--- src/rtl/gauss_elim_ctrl.sv ---
`default_nettype none
// ============================================================================
// Module   : gauss_elim_ctrl
// Purpose  : Sweep sequencer for the GF(2^m) systolic Gaussian-elimination
//            array. Optional busy-cycle counter: GAUSS_CTRL_CYCLES_EN.
// Revision : 1.0 - initial release
// ============================================================================
module gauss_elim_ctrl #(
    parameter int WIDTH     = 13,
    parameter int N_R       = 8,
    parameter int N_C       = 16,
    parameter int ARRAY_LAT = 9
) (
    input  logic                   clk,
    input  logic                   rst,
    input  logic                   start,
    output logic                   busy,
    output logic                   done,
    output logic                   fail,
`ifdef GAUSS_CTRL_CYCLES_EN
    output logic [31:0]            cycles,
`endif
    output logic                   rd_en,
    output logic [$clog2(N_R)-1:0] rd_row,
    output logic [$clog2(N_C)-1:0] rd_col,
    input  logic [WIDTH-1:0]       rd_data,
    output logic                   wr_en,
    output logic [$clog2(N_R)-1:0] wr_row,
    output logic [$clog2(N_C)-1:0] wr_col,
    output logic [WIDTH-1:0]       wr_data,
    output logic [WIDTH-1:0]       arr_data_in,
    input  logic [WIDTH-1:0]       arr_data_out,
    output logic                   arr_start,
    output logic                   arr_finish,
    output logic                   arr_first_pass,
    output logic [N_R-1:0]         arr_fa,
    output logic [N_R-1:0]         arr_pass,
    input  logic [N_R-1:0]         arr_r
);

    localparam int c_rw = $clog2(N_R);
    localparam int c_cw = $clog2(N_C);
    localparam logic [c_rw-1:0] c_row_last = c_rw'(N_R - 1);
    localparam logic [c_cw-1:0] c_col_last = c_cw'(N_C - 1);

    typedef enum logic [2:0] {
        S_IDLE  = 3'd0,
        S_SWEEP = 3'd1,
        S_DRAIN = 3'd2,
        S_CHECK = 3'd3,
        S_DONE  = 3'd4,
        S_FAIL  = 3'd5
    } state_t;

    state_t          r_state;
    logic [c_rw-1:0] r_sweep;

    // Write-back tags: one stage for the buffer read, ARRAY_LAT for the cells.
    logic [ARRAY_LAT:0] r_dl_vld;
    logic [c_rw-1:0]    r_dl_row [ARRAY_LAT+1];
    logic [c_cw-1:0]    r_dl_col [ARRAY_LAT+1];
    logic               w_drain_pending;

    assign arr_data_in = rd_data;
    assign wr_data     = arr_data_out;
    assign wr_en       = r_dl_vld[ARRAY_LAT];
    assign wr_row      = r_dl_row[ARRAY_LAT];
    assign wr_col      = r_dl_col[ARRAY_LAT];

    // Anything still ahead of the tail means a write-back is outstanding.
    assign w_drain_pending = |r_dl_vld[ARRAY_LAT-1:0];

    always_ff @(posedge clk) begin
        if (rst) begin
            r_dl_vld <= '0;
            for (int k = 0; k <= ARRAY_LAT; k++) begin
                r_dl_row[k] <= '0;
                r_dl_col[k] <= '0;
            end
        end else begin
            r_dl_vld    <= {r_dl_vld[ARRAY_LAT-1:0], rd_en};
            r_dl_row[0] <= rd_row;
            r_dl_col[0] <= rd_col;
            for (int k = 1; k <= ARRAY_LAT; k++) begin
                r_dl_row[k] <= r_dl_row[k-1];
                r_dl_col[k] <= r_dl_col[k-1];
            end
        end
    end

    always_ff @(posedge clk) begin
        if (rst) begin
            r_state        <= S_IDLE;
            r_sweep        <= '0;
            busy           <= 1'b0;
            done           <= 1'b0;
            fail           <= 1'b0;
            rd_en          <= 1'b0;
            rd_row         <= '0;
            rd_col         <= '0;
            arr_start      <= 1'b0;
            arr_finish     <= 1'b0;
            arr_first_pass <= 1'b0;
            arr_fa         <= '0;
            arr_pass       <= '0;
        end else begin
            done           <= 1'b0;
            fail           <= 1'b0;
            // Markers trail the issued address by one cycle to meet rd_data.
            arr_start      <= rd_en && (rd_col == '0);
            arr_finish     <= rd_en && (rd_col == c_col_last);
            arr_first_pass <= rd_en && (rd_row == '0);

            case (r_state)
                S_IDLE: begin
                    if (start) begin
                        r_state  <= S_SWEEP;
                        r_sweep  <= '0;
                        busy     <= 1'b1;
                        rd_en    <= 1'b1;
                        rd_row   <= '0;
                        rd_col   <= '0;
                        arr_fa   <= {{(N_R-1){1'b0}}, 1'b1};
                        arr_pass <= '0;
                    end
                end
                S_SWEEP: begin
                    if (rd_col == c_col_last) begin
                        rd_col <= '0;
                        if (rd_row == c_row_last) begin
                            rd_row  <= '0;
                            rd_en   <= 1'b0;
                            r_state <= S_DRAIN;
                        end else begin
                            rd_row <= rd_row + 1'b1;
                        end
                    end else begin
                        rd_col <= rd_col + 1'b1;
                    end
                end
                S_DRAIN: begin
                    if (!w_drain_pending) begin
                        r_state <= S_CHECK;
                    end
                end
                S_CHECK: begin
                    if (!arr_r[r_sweep]) begin
                        r_state <= S_FAIL;
                        busy    <= 1'b0;
                        fail    <= 1'b1;
                    end else if (r_sweep == c_row_last) begin
                        r_state <= S_DONE;
                        busy    <= 1'b0;
                        done    <= 1'b1;
                    end else begin
                        r_state  <= S_SWEEP;
                        r_sweep  <= r_sweep + 1'b1;
                        arr_pass <= arr_pass | arr_fa;
                        arr_fa   <= arr_fa << 1;
                        rd_en    <= 1'b1;
                    end
                end
                S_DONE, S_FAIL: begin
                    r_state <= S_IDLE;
                end
                default: begin
                    r_state <= S_IDLE;
                    busy    <= 1'b0;
                    rd_en   <= 1'b0;
                end
            endcase
        end
    end

`ifdef GAUSS_CTRL_CYCLES_EN
    always_ff @(posedge clk) begin
        if (rst) begin
            cycles <= '0;
        end else if ((r_state == S_IDLE) && start) begin
            cycles <= '0;
        end else if (busy) begin
            cycles <= cycles + 32'd1;
        end
    end
`endif

endmodule

`default_nettype wire

--- config.mk ---
export PLATFORM = sky130hd
export DESIGN_NAME = gauss_elim_ctrl
export DESIGN_NICKNAME = d
export VERILOG_FILES = /design/src/rtl/gauss_elim_ctrl.sv
export SDC_FILE = /design/constraint.sdc
export NUM_CORES = 1
export LEC_CHECK = 0
export ABC_AREA = 1
export BUFFER_PORTS_ARGS = -buffer_cell sky130_fd_sc_hd__buf_2
export CAP_MARGIN = 20
export CORE_MARGIN = 5
export CORE_UTILIZATION = 55
export CTS_BUF_LIST = sky130_fd_sc_hd__clkbuf_8
export DETAILED_ROUTE_END_ITERATION = 12
export PLACE_DENSITY_LB_ADDON = 0.08
export SLEW_MARGIN = 20
export SYNTH_ARGS = -nofsm -noshare
export SYNTH_HDL_FRONTEND = slang
export SYNTH_SLANG_ARGS = --single-unit
export TNS_END_PERCENT = 20
--- constraint.sdc ---
create_clock -name clk -period 1.9 [get_ports clk]
set_clock_uncertainty 0.15 [all_clocks]
set_input_delay 0.19 -clock clk [delete_from_list [all_inputs] [get_ports clk]]
set_output_delay 0.19 -clock clk [all_outputs]
set_load 0.02 [all_outputs]
## Word-level counts from Yosys, hierarchy flattened

Memory sizes are Yosys's and may differ from the RTL's.
Index checks and enable logic that the tools add are counted.

- Memories kept: 2
- Input bits: 37
- Logic and storage cells: 140
- Memory bits (writable): 70
- Register bits: 46

- Muxes and demuxes: 61
- $add $sub $neg: 3
- Order comparisons: 1
- Reductions and logical operators: 19
- Bitwise gates (word level): 25
- Equality and inequality tests: 15

Memory list:

| name | words | width | read ports | clocked after memory_dff | write ports | line | text |
|---|---|---|---|---|---|---|---|
| r_dl_col | 10 | 4 | 10 | 0 | 10 | 61 | `logic [c_cw-1:0] r_dl_col [ARRAY_LAT+1];` |
| r_dl_row | 10 | 3 | 10 | 0 | 10 | 60 | `logic [c_rw-1:0] r_dl_row [ARRAY_LAT+1];` |

Operator list:

| kind | count |
|---|---|
| $mux 3 | 21 |
| $mux 4 | 12 |
| $mux 8 | 6 |
| $pmux 8 s2 | 2 |
| $or 1x1->1 | 20 |
| $mux 1 | 13 |
| $eq 3x3->1 const B | 4 |
| $ne 2x2->1 const B | 6 |
| $pmux 3 s2 | 2 |
| $pmux 3 s4 | 1 |
| $reduce_or 9->1 | 1 |
| $or 8x8->8 | 1 |
| $pmux 4 s2 | 1 |
| $reduce_and 4->1 | 2 |
| $add 3x1->3 const B | 2 |
| $eq 3x2->1 const B | 2 |
| $logic_not 3->1 | 2 |
| $reduce_and 3->1 | 2 |
| $reduce_and 6->1 | 1 |
| $reduce_or 3->1 | 2 |
| $add 4x1->4 const B | 1 |
| $eq 4x4->1 const B | 1 |
| $logic_not 4->1 | 1 |
| $lt 3x4->1 const B | 1 |
| other kinds (11) | 17 |

## Depth between registers and ports, before layout

Gate-level depths: netlist of the first run.

- Word-level depth: 4
- Depth in mapped cells: 12
- Depth with buffers taken out: 12

## Worst setup path before layout of the first run

No wires, ideal clock.

- Path type: reg2reg
- Start: register r_sweep[0]
- End: register r_sweep[0]
- Stages on the path, launching flop included: 8
- Buffers on the path: 1
- Path slack: 0.233 ns
- Required time: 1.637 ns
- Data arrival time: 1.404 ns
- Setup time: 0.113 ns
- Cells stage by stage: dfxtp_1 -> ha_1 -> ha_1 -> o21ai_4 -> nand2_4 -> buf_8 -> o21ai_2 -> nor2_1

- Longest elaborated chain between the ends: 4
- Elaborated cells on any way between the ends: 10
- Those cells by class: 1 x add/sub; 3 x eq/ne; 5 x mux; 1 x reduce/logical

Ends and longest elaborated chain:

| element | line | text |
|---|---|---|
| start, declared | 56 | `logic [c_rw-1:0] r_sweep;` |
| start signal, assigned | 157 | `r_sweep <= r_sweep + 1'b1;` |
| $add 3x1->3 / $bmux 1 s3 (equally long branches) | 157, 147 |  |
| $mux 3 / $mux 1 (equally long branches) | 151, 147 |  |
| $mux 3 / $ne 2x2->1 (equally long branches) | - |  |
| $pmux 3 s2 / $reduce_and 4->1 (equally long branches) | - |  |

Several ways; a longest one is shown, not always the timed one. The select of a mux whose other input is x is not followed.
A chain may end at the register's enable or synchronous reset.

## Final worst setup path of the first run

- Start: register r_sweep[1]
- End: register r_sweep[2]

Same word-level chain as after synthesis.

==> results of run 1 <==
==> cell type report <==
type	instances	area, um^2	area share (%)
Timing Repair Buffer	52	283	6.07
Sequential cell	116	2320	49.8
Multi-Input combinational cell	234	1140	24.4
Clock inverter	12	106	2.28
Tap cell	99	124	2.66
Inverter	110	413	8.86
Clock buffer	20	275	5.90
==> path summary, 6_finish.rpt <==
kind	startpoint	end	slack (ps)
setup / recovery	r_sweep[1]$_SDFFE_PP0P_	r_sweep[2]$_SDFFE_PP0P_	120
hold / removal	rst	r_dl_col[0][25]$_SDFF_PP0_	110
setup reg to reg	r_sweep[1]$_SDFFE_PP0P_	r_sweep[2]$_SDFFE_PP0P_	120
hold reg to reg	r_dl_col[0][11]$_SDFF_PP0_	r_dl_col[0][15]$_SDFF_PP0_	250
==> power groups by stage <==
| stage | combinational, mW | clock, mW | sequential (mW) |
|---|---|---|---|
| CTS | 1.03 | 2.15 | 2.66 |
| detailed placement | 1.03 | 0 | 2.71 |
| finish | 1.03 | 2.10 | 2.66 |
| global route | 1.17 | 2.27 | 2.68 |
| floorplan | 0.809 | 0 | 2.77 |
| global placement | 1.00 | 0 | 2.71 |
==> cell families (layout without fill, tap and decap cells) <==
kind of cell | after synthesis | after routing | share of synthesized area (%)
flops | 116 | 116 | 55.4
buf+inv | 157 | 194 | 17.4
compound gates | 36 | 36 | 5.38
fa+ha+maj | 7 | 7 | 2.09
xor+xnor | 1 | 1 | 0.209
simple gates | 190 | 190 | 19.5
==> tightest hold or removal path, stage by stage <==
cell and delay, ps:
buf_2 130, buf_4 210, nor2_1 110
==> cell usage in the layout, fill, tap and decap left out, drive strengths merged <==
cell / instances
a21oi: 22
a32o: 2
buf: 52
bufinv: 1
clkbuf: 20
clkinv: 3
clkinvlp: 6
dfxtp: 116
ha: 7
inv: 112
nand2: 53
nand3: 22
nand3b: 1
nand4: 8
nor2: 104
nor3: 1
nor3b: 1
o21ai: 10
o21bai: 1
o221a: 1
xor2: 1
==> cells in the mapped netlist <==
library cell	n
a21oi_1	20
a21oi_2	2
a32o_1	2
buf_1	7
buf_2	3
buf_4	33
buf_8	1
clkbuf_1	3
dfxtp_1	116
ha_1	7
inv_1	107
inv_2	3
nand2_1	48
nand2_2	4
nand2_4	1
nand3_1	19
nand3_2	1
nand3_4	2
nand3b_1	1
nand4_1	8
nor2_1	104
nor3_1	1
nor3b_1	1
o21ai_0	7
o21ai_2	2
o21ai_4	1
o21bai_1	1
o221a_2	1
xor2_1	1
==> sequential cells by signal, summed over array words and instances (netlist names) <==
name / count
arr_fa: 8
arr_finish: 1
arr_first_pass: 1
arr_pass: 8
arr_start: 1
busy: 1
done: 1
fail: 1
r_dl_col: 40
r_dl_row: 30
r_dl_vld: 10
r_state: 3
r_sweep: 3
rd_col: 4
rd_en: 1
rd_row: 3
==> metal layers <==
layer  track usage [%]  up-vias  share of wire [%]
li1                  -     1520                  -
met1              17.9     1303                 47
met2              23.7       84                 46
met3              7.11       11                5.7
met4              8.41        0                1.7
met5                 0        -                  0
==> metrics by stage <==
step	hold WS, ps	utilization (%)
after CTS	96.5	63.6
final	108	63.6
after global routing	110	63.6
after detailed placement	230	58.4
after global placement	230	58.4
after floorplan	238	-
==> run_results.csv, run 1 <==
group,metric,value,unit
grt,grt_pass1_vias,2770,
yosys,synth_top_area_cell,"dfxtp_1",
die,die_area,9460,um^2
setup_path,cp_cell_sequence,"ha_1, ha_1, o21ai_4, nand2_4, o21ai_0, nor2_1",
setup_path,worstSetupStartpointType,"flop",
timing,worstMarginPinSlew,514,ps
clocking,clock_sinks,116,
grt,grt_max_degree,75,
power_and_ir_drop,clkPwrFrac,36.2,%
yosys,netlist_area,4190,um^2
placement,place_area,4280,um^2
die,chipWidth,97.3,um
grt,antenna_found_initial,0,
grt,grt_usage,15.4,%
route,antenna_left,0,
timing,finalWorstSetupSlack,124,ps
grt,grt_pass1_wl,11900,um
setup_path,crit_top_cell,"ha_1",
power_and_ir_drop,max-vdd-ir-drop,0.642,mV
cells_and_area,fillers,635,
clocking,cts.clk_slew.worst_paths,70,ps
yosys,yosys_warnings,0,
yosys,ys_ff_latch,116,
yosys,syn-num-nets,551,
clocking,cts_buffers,17,
yosys,synth_cell_type_count,29,
outcome,outcome,"complete, no violations",
timing,setup_tns,0,ps
clocking,post-cts-setup-buffers,0,
die,die_h,97.3,um
setup_path,critPathTopFamily,"compound AO/OA/AOI/OAI gates",
yosys,synthCells,507,
setup_path,arrival,1930,ps
cells_and_area,diodes,0,
setup_path,worstRegToRegCells,6,
power_and_ir_drop,swShare,30.5,%
cells_and_area,area_growth,11.3,%
die,row_count,31,
die,start_util,57.1,%
die,ioPinCount,101,
route,via_per_inst,4.54,
hold_path,worst_hold_path_type,"input pin to flop",
clocking,cts_tree,"done",
placement,port_buffers,48,
route,vias,2918,
clocking,cts-resized-gates,0,
yosys,avgSynthCellArea,8.26,um^2
clocking,postCtsHoldBufs,0,
clocking,cts_buffer_depth,2,
power_and_ir_drop,p_leak,2.09,nW
power_and_ir_drop,p_switching,1.77,mW
die,core_area,7330,um^2
yosys,yosys-top-cells-area,"dfxtp_1 (55%), inv_1 (9.6%), nor2_1 (9.3%), buf_4 (5.9%), nand2_1 (4.3%)",
route,first_pass_iters,4,
setup_path,endpoint_kind,"flop",
route,wl_per_cell,10.7,um
yosys,synth.top_cell.area_share,55.4,%
timing,fin_crit_sh,93.5,%
power_and_ir_drop,totalPowerFinal,5.79,mW
placement,dp_cells,611,
setup_path,path_buf_inv,0,
grt,overflow,0,
setup_path,slowest_delay,360,ps
power_and_ir_drop,p_int,4.02,mW
setup_path,path_class,"flop to flop",
timing,relSlewSlack,65.7,%
placement,pre_cts_ws,135,ps
cells_and_area,stdcell_area,4660,um^2
cells_and_area,layout.nets,575,
clocking,insertion_delay,410,ps
setup_path,cp.required,2050,ps
setup_path,crit_cells,6,
yosys,seq_area_frac_synth,55.4,%
route,initialDrtViolationCount,100,
run,drv_cap,0,
placement,hpwl,4660,um
power_and_ir_drop,p_seq_share,45.9,%
timing,final-setup-viol-count,0,
timing,final_max_slew_viol_count,0,
cells_and_area,drive_gt1_share,18.4,%
clocking,cts_root_buf,"clkbuf_8",
clocking,htreeDepth,4,
timing,fmax,0.563,GHz
placement,place_congestion,0.791,
route,wl,6880,um
setup_path,worstPathMaxFanout,12,
power_and_ir_drop,cellPowerDensity,1240,nW/um^2
power_and_ir_drop,comb_power_share,17.8,%
setup_path,cp_slowest_cell,"dfxtp_1",
cells_and_area,final_cells,643,
route,detail_route.drc_violations,0,
hold_path,hold_path_depth,3,
timing,final-hold-violation-count,0,
timing,rsz0062_at_grt,"false",
timing,min_period,1780,ps
(Power assumes the default switching activity.)
==> run 2: changes to the inputs <==
==> constraint.sdc (replaced) <==
create_clock -name clk -period 1.95 [get_ports clk]
set_clock_uncertainty 0.15 [all_clocks]
set_input_delay 0.195 -clock clk [delete_from_list [all_inputs] [get_ports clk]]
set_output_delay 0.195 -clock clk [all_outputs]
set_load 0.02 [all_outputs]
==> run_results.csv, run 2 (same netlist as run 1, synthesis figures left out) <==
group,metric,value,unit
clocking,insertion_delay,410,ps
power_and_ir_drop,totalPowerFinal,5.92,mW
outcome,outcome,"complete, no violations",
setup_path,cp.required,2100,ps
die,row_count,31,
hold_path,min_to,"r_dl_col[0][22]$_SDFF_PP0_",
timing,fin_crit_sh,90.7,%
route,first_pass_iters,5,
power_and_ir_drop,max-vdd-ir-drop,0.628,mV
placement,hpwl,4650,um
route,wl_per_cell,10.7,um
timing,worstMarginPinSlew,483,ps
setup_path,r2r_end,"r_sweep[2]$_SDFFE_PP0P_",
power_and_ir_drop,swShare,30.5,%
cells_and_area,fillers,657,
power_and_ir_drop,p_leak,2.12,nW
setup_path,arrival,1920,ps
setup_path,crit_start,"r_sweep[1]$_SDFFE_PP0P_",
clocking,clock_sinks,116,
timing,relSlewSlack,67.8,%
timing,min_period,1770,ps
cells_and_area,final_cell_mix,"dfxtp_1 (116), inv_1 (107), nor2_1 (104)",
route,detail_route.drc_violations,0,
route,antenna_left,0,
route,wl,6880,um
hold_path,worst_hold_path_type,"input pin to flop",
die,start_util,57.1,%
power_and_ir_drop,p_seq_share,43.7,%
clocking,cts.clk_slew.worst_paths,70,ps
timing,rsz0062_at_grt,"false",
power_and_ir_drop,cellPowerDensity,1260,nW/um^2
route,vias,2911,
setup_path,r2r_slack,180,ps
die,die_area,9460,um^2
setup_path,path_class,"flop to flop",
clocking,cts_buffer_depth,2,
timing,final-hold-violation-count,0,
clocking,post-cts-setup-buffers,0,
timing,setup_tns,0,ps
route,via_per_inst,4.53,
clocking,cts-resized-gates,0,
run,drv_cap,0,
setup_path,endpoint_kind,"flop",
placement,port_buffers,48,
timing,final-setup-viol-count,0,
grt,grt_pass1_wl,12100,um
cells_and_area,drive_gt1_share,18.6,%
cells_and_area,diodes,0,
setup_path,worstPathMaxFanout,12,
timing,final_max_slew_viol_count,0,
grt,antenna_found_initial,0,
setup_path,worstSetupStartpointType,"flop",
grt,grt_pass1_vias,2814,
route,initialDrtViolationCount,88,
timing,fmax,0.565,GHz
cells_and_area,top_register,"r_dl_col",
clocking,postCtsHoldBufs,0,
clocking,htreeDepth,4,
cells_and_area,largest_reg_flops,40,
cells_and_area,reg_top3,"r_dl_col (40), r_dl_row (30), r_dl_vld (10)",
die,ioPinCount,101,
power_and_ir_drop,p_switching,1.81,mW
grt,overflow,0,
cells_and_area,area_growth,12.3,%
clocking,cts_root_buf,"clkbuf_8",
setup_path,r2r-start,"r_sweep[1]$_SDFFE_PP0P_",
die,core_area,7330,um^2
power_and_ir_drop,comb_power_share,16.9,%
power_and_ir_drop,clkPwrFrac,39.4,%
hold_path,hold_path_depth,3,
cells_and_area,layout.nets,575,
cells_and_area,final_common_cell,"dfxtp_1",
hold_path,holdCritStartpoint,"rst",
placement,place_congestion,0.789,
grt,grt_usage,15.7,%
die,chipWidth,97.3,um
clocking,cts_tree,"done",
grt,grt_max_degree,55,
timing,timing.hold.ws,95.8,ps
die,die_h,97.3,um
clocking,cts_buffers,17,
power_and_ir_drop,p_int,4.11,mW
setup_path,worstRegToRegCells,6,
==> run 2: cell types whose count changed in the layout (fill, tap and decap cells not counted) <==
| cell | previous run | this run |
|---|---|---|
| inv_6 | 1 | 7 |
| inv_8 | 0 | 1 |
| clkinv_2 | 2 | 1 |
| inv_1 | 108 | 107 |
| bufinv_16 | 1 | 3 |
| clkbuf_8 | 20 | 17 |
| clkinvlp_4 | 6 | 2 |
==> run 2: worst max-delay path by stage <==
stage / to / slack, ps / depth (start not counted)
after floorplan: r_sweep[0]$_SDFFE_PP0P_ / 280 / 7
after global placement: r_sweep[2]$_SDFFE_PP0P_ / 230 / 6
after detailed placement: r_sweep[1]$_SDFFE_PP0P_ / 180 / 7
after CTS: r_sweep[1]$_SDFFE_PP0P_ / 170 / 7
after global routing: r_sweep[2]$_SDFFE_PP0P_ / 50 / 6
final: r_sweep[2]$_SDFFE_PP0P_ / 180 / 6
==> run 2: area by class of cell <==
class,count,area (um^2),share of cell area [%]
Timing Repair Buffer,52,283,6.01
Sequential cell,116,2320,49.3
Clock inverter,15,191,4.07
Tap cell,99,124,2.63
Multi-Input combinational cell,234,1140,24.2
Clock buffer,17,234,4.97
Inverter,110,413,8.77
==> run 2: power groups by stage <==
stage          combinational [mW]  clock [mW]  sequential, mW
2_1_floorplan               0.789           0            2.70
3_3_place_gp                0.980           0            2.64
3_5_place_dp                 1.00           0            2.64
4_1_cts                      1.01        2.40            2.59
5_1_grt                      1.14        2.53            2.61
6_report                     1.00        2.33            2.59
==> run 2: critical path, cell delays in order, from the launching register on <==
cell     delay, ps
dfxtp_1        360
ha_1           200
ha_1           240
o21ai_4        310
nand2_4        160
o21ai_0        180
nor2_1          50
==> run 2: metal layers <==
| layer | global-route usage [%] | vias to the layer above | share of wire (%) |
|---|---|---|---|
| met5 | 0 | - | 0 |
| met4 | 5.86 | 0 | 0.63 |
| met3 | 8.04 | 4 | 6.9 |
| met2 | 25.5 | 73 | 48 |
| met1 | 17.6 | 1310 | 45 |
| li1 | - | 1524 | - |
==> run 2: metrics by stage <==
stage	util (%)	worst slack (ps)	area, um^2	instances
detailed placement	58.4	179	4280	611
global placement	58.4	234	4280	611
global route	64.2	53.5	4710	643
finish	64.2	181	4710	643
CTS	64.2	169	4710	643
floorplan	-	283	4190	507
==> run 3: changes to the inputs <==
--- a/config.mk
+++ b/config.mk
@@ -12,7 +12,7 @@
 export CORE_UTILIZATION = 55
 export CTS_BUF_LIST = sky130_fd_sc_hd__clkbuf_8
 export DETAILED_ROUTE_END_ITERATION = 12
-export PLACE_DENSITY_LB_ADDON = 0.08
+export PLACE_DENSITY = 0.82
 export SLEW_MARGIN = 20
 export SYNTH_ARGS = -nofsm -noshare
 export SYNTH_HDL_FRONTEND = slang
==> run_results.csv, run 3 (same netlist as run 1, synthesis figures left out) <==
group,metric,value,unit
cells_and_area,final_cell_mix,"dfxtp_1 (116), inv_1 (107), nor2_1 (104)",
clocking,postCtsHoldBufs,0,
run,drv_cap,0,
grt,grt_max_degree,100,
cells_and_area,top_register,"r_dl_col",
die,chipWidth,97.3,um
route,detail_route.drc_violations,0,
timing,rsz0062_at_grt,"false",
route,initialDrtViolationCount,99,
setup_path,path_class,"flop to flop",
route,wl_per_cell,11.2,um
route,wl,7210,um
hold_path,hold_path_depth,3,
timing,fin_crit_sh,95.2,%
hold_path,worst_hold_path_type,"input pin to flop",
cells_and_area,largest_reg_flops,40,
outcome,outcome,"complete, no violations",
setup_path,r2r_slack,90,ps
setup_path,worstPathMaxFanout,8,
setup_path,r2r_end,"arr_fa[5]$_SDFFE_PP0P_",
timing,min_period,1860,ps
setup_path,endpoint_kind,"flop",
die,die_h,97.3,um
cells_and_area,fillers,590,
clocking,clock_sinks,116,
timing,final-hold-violation-count,0,
grt,grt_usage,16.0,%
cells_and_area,final_cells,642,
grt,grt_pass1_vias,2904,
setup_path,worstRegToRegCells,6,
timing,worstMarginPinSlew,522,ps
setup_path,crit_end,"arr_fa[5]$_SDFFE_PP0P_",
power_and_ir_drop,max-vdd-ir-drop,0.986,mV
die,die_area,9460,um^2
die,row_count,31,
clocking,htreeDepth,4,
timing,final_max_slew_viol_count,0,
setup_path,cp.required,2140,ps
setup_path,worstSetupStartpointType,"flop",
grt,grt_pass1_wl,12200,um
route,vias,2946,
route,via_per_inst,4.59,
die,ioPinCount,101,
timing,setup_tns,0,ps
route,antenna_left,0,
clocking,cts_buffers,17,
power_and_ir_drop,p_leak,2.11,nW
placement,place_congestion,0.737,
placement,port_buffers,48,
clocking,cts_tree,"done",
route,first_pass_iters,4,
timing,fmax,0.539,GHz
cells_and_area,layout.nets,574,
cells_and_area,diodes,0,
placement,hpwl,4920,um
timing,relSlewSlack,65.2,%
power_and_ir_drop,cellPowerDensity,1230,nW/um^2
grt,antenna_found_initial,0,
cells_and_area,final_common_cell,"dfxtp_1",
timing,final-setup-viol-count,0,
clocking,cts_root_buf,"clkbuf_8",
setup_path,r2r-start,"r_sweep[0]$_SDFFE_PP0P_",
cells_and_area,drive_gt1_share,18.4,%
clocking,cts.clk_slew.worst_paths,70,ps
cells_and_area,register_area,2320,um^2
cells_and_area,area_growth,11.6,%
cells_and_area,multi_input_area,1140,um^2
die,start_util,57.1,%
die,core_area,7330,um^2
grt,overflow,0,
setup_path,crit_start,"r_sweep[0]$_SDFFE_PP0P_",
clocking,insertion_delay,420,ps
clocking,cts_buffer_depth,2,
setup_path,arrival,2050,ps
placement,dp_cells,609,
cells_and_area,reg_top3,"r_dl_col (40), r_dl_row (30), r_dl_vld (10)",
## run 3: cell types whose count changed in the layout (fill, tap and decap cells not counted)
cell	change
buf_4	-1
bufinv_16	-1
clkbuf_8	+1
clkinv_2	+2
clkinv_4	+4
clkinvlp_4	-1
inv_6	-4
inv_8	-1
## run 3: repair_timing
action / in CTS / in global routing
setup buffers: 0 / 1
setup endpoints to repair: 0 / 3
gates resized for setup: 0 / 0
## run 3: power breakdown
part | internal (mW) | total (mW) | switching [mW]
logic | 0.325 | 0.997 | 0.673
registers | 2.49 | 2.61 | 0.114
clock network | 1.18 | 2.16 | 0.977
total | 4.00 | 5.76 | 1.76
## run 3: critical path, cell delays in order (launching register included)
cell and delay [ps]:
dfxtp_1 390, ha_1 240, ha_1 240, o21ai_4 240
buf_4 180, nand4_1 130, a21oi_1 200
## run 3: area by class of cell
type	instances	share of cell area, %
Sequential cell	116	49.7
Multi-Input combinational cell	234	24.4
Clock buffer	18	5.30
Tap cell	99	2.65
Inverter	110	8.84
Clock inverter	14	3.27
Timing Repair Buffer	51	5.89
## run 3: layer usage
metal / up-vias / share of wire (%) / global-route usage (%)
met5: - / 0 / 0
met4: 0 / 1.5 / 8.20
li1: 1519 / - / -
met3: 16 / 7.1 / 7.90
met1: 1336 / 42 / 16.5
met2: 75 / 49 / 26.9
## run 3: metrics by stage
stage               worst slack (ps)  cell area [um^2]  util, %  total power [mW]  hold slack, ps
floorplan                        283              4190        -              3.48             238
global placement                 187              4270     58.2              3.59             238
detailed placement              86.7              4270     58.2              3.63             240
CTS                             72.8              4670     63.6              5.79             122
global route                    21.6              4670     63.7              6.08             131
finish                          94.1              4670     63.7              5.76             128
## run 3: worst min path at each step
| stage | startpoint | end | slack [ps] |
|---|---|---|---|
| 2_1_floorplan | r_dl_col[0][6]$_SDFF_PP0_ | r_dl_col[0][10]$_SDFF_PP0_ | 240 |
| 3_3_place_gp | r_dl_col[0][3]$_SDFF_PP0_ | r_dl_col[0][7]$_SDFF_PP0_ | 240 |
| 3_5_place_dp | rd_data[9] | arr_data_in[9] | 240 |
| 4_1_cts | rst | r_dl_col[0][28]$_SDFF_PP0_ | 120 |
| 5_1_grt | rst | r_dl_col[0][29]$_SDFF_PP0_ | 130 |
| 6_report | rst | r_dl_col[0][28]$_SDFF_PP0_ | 130 |
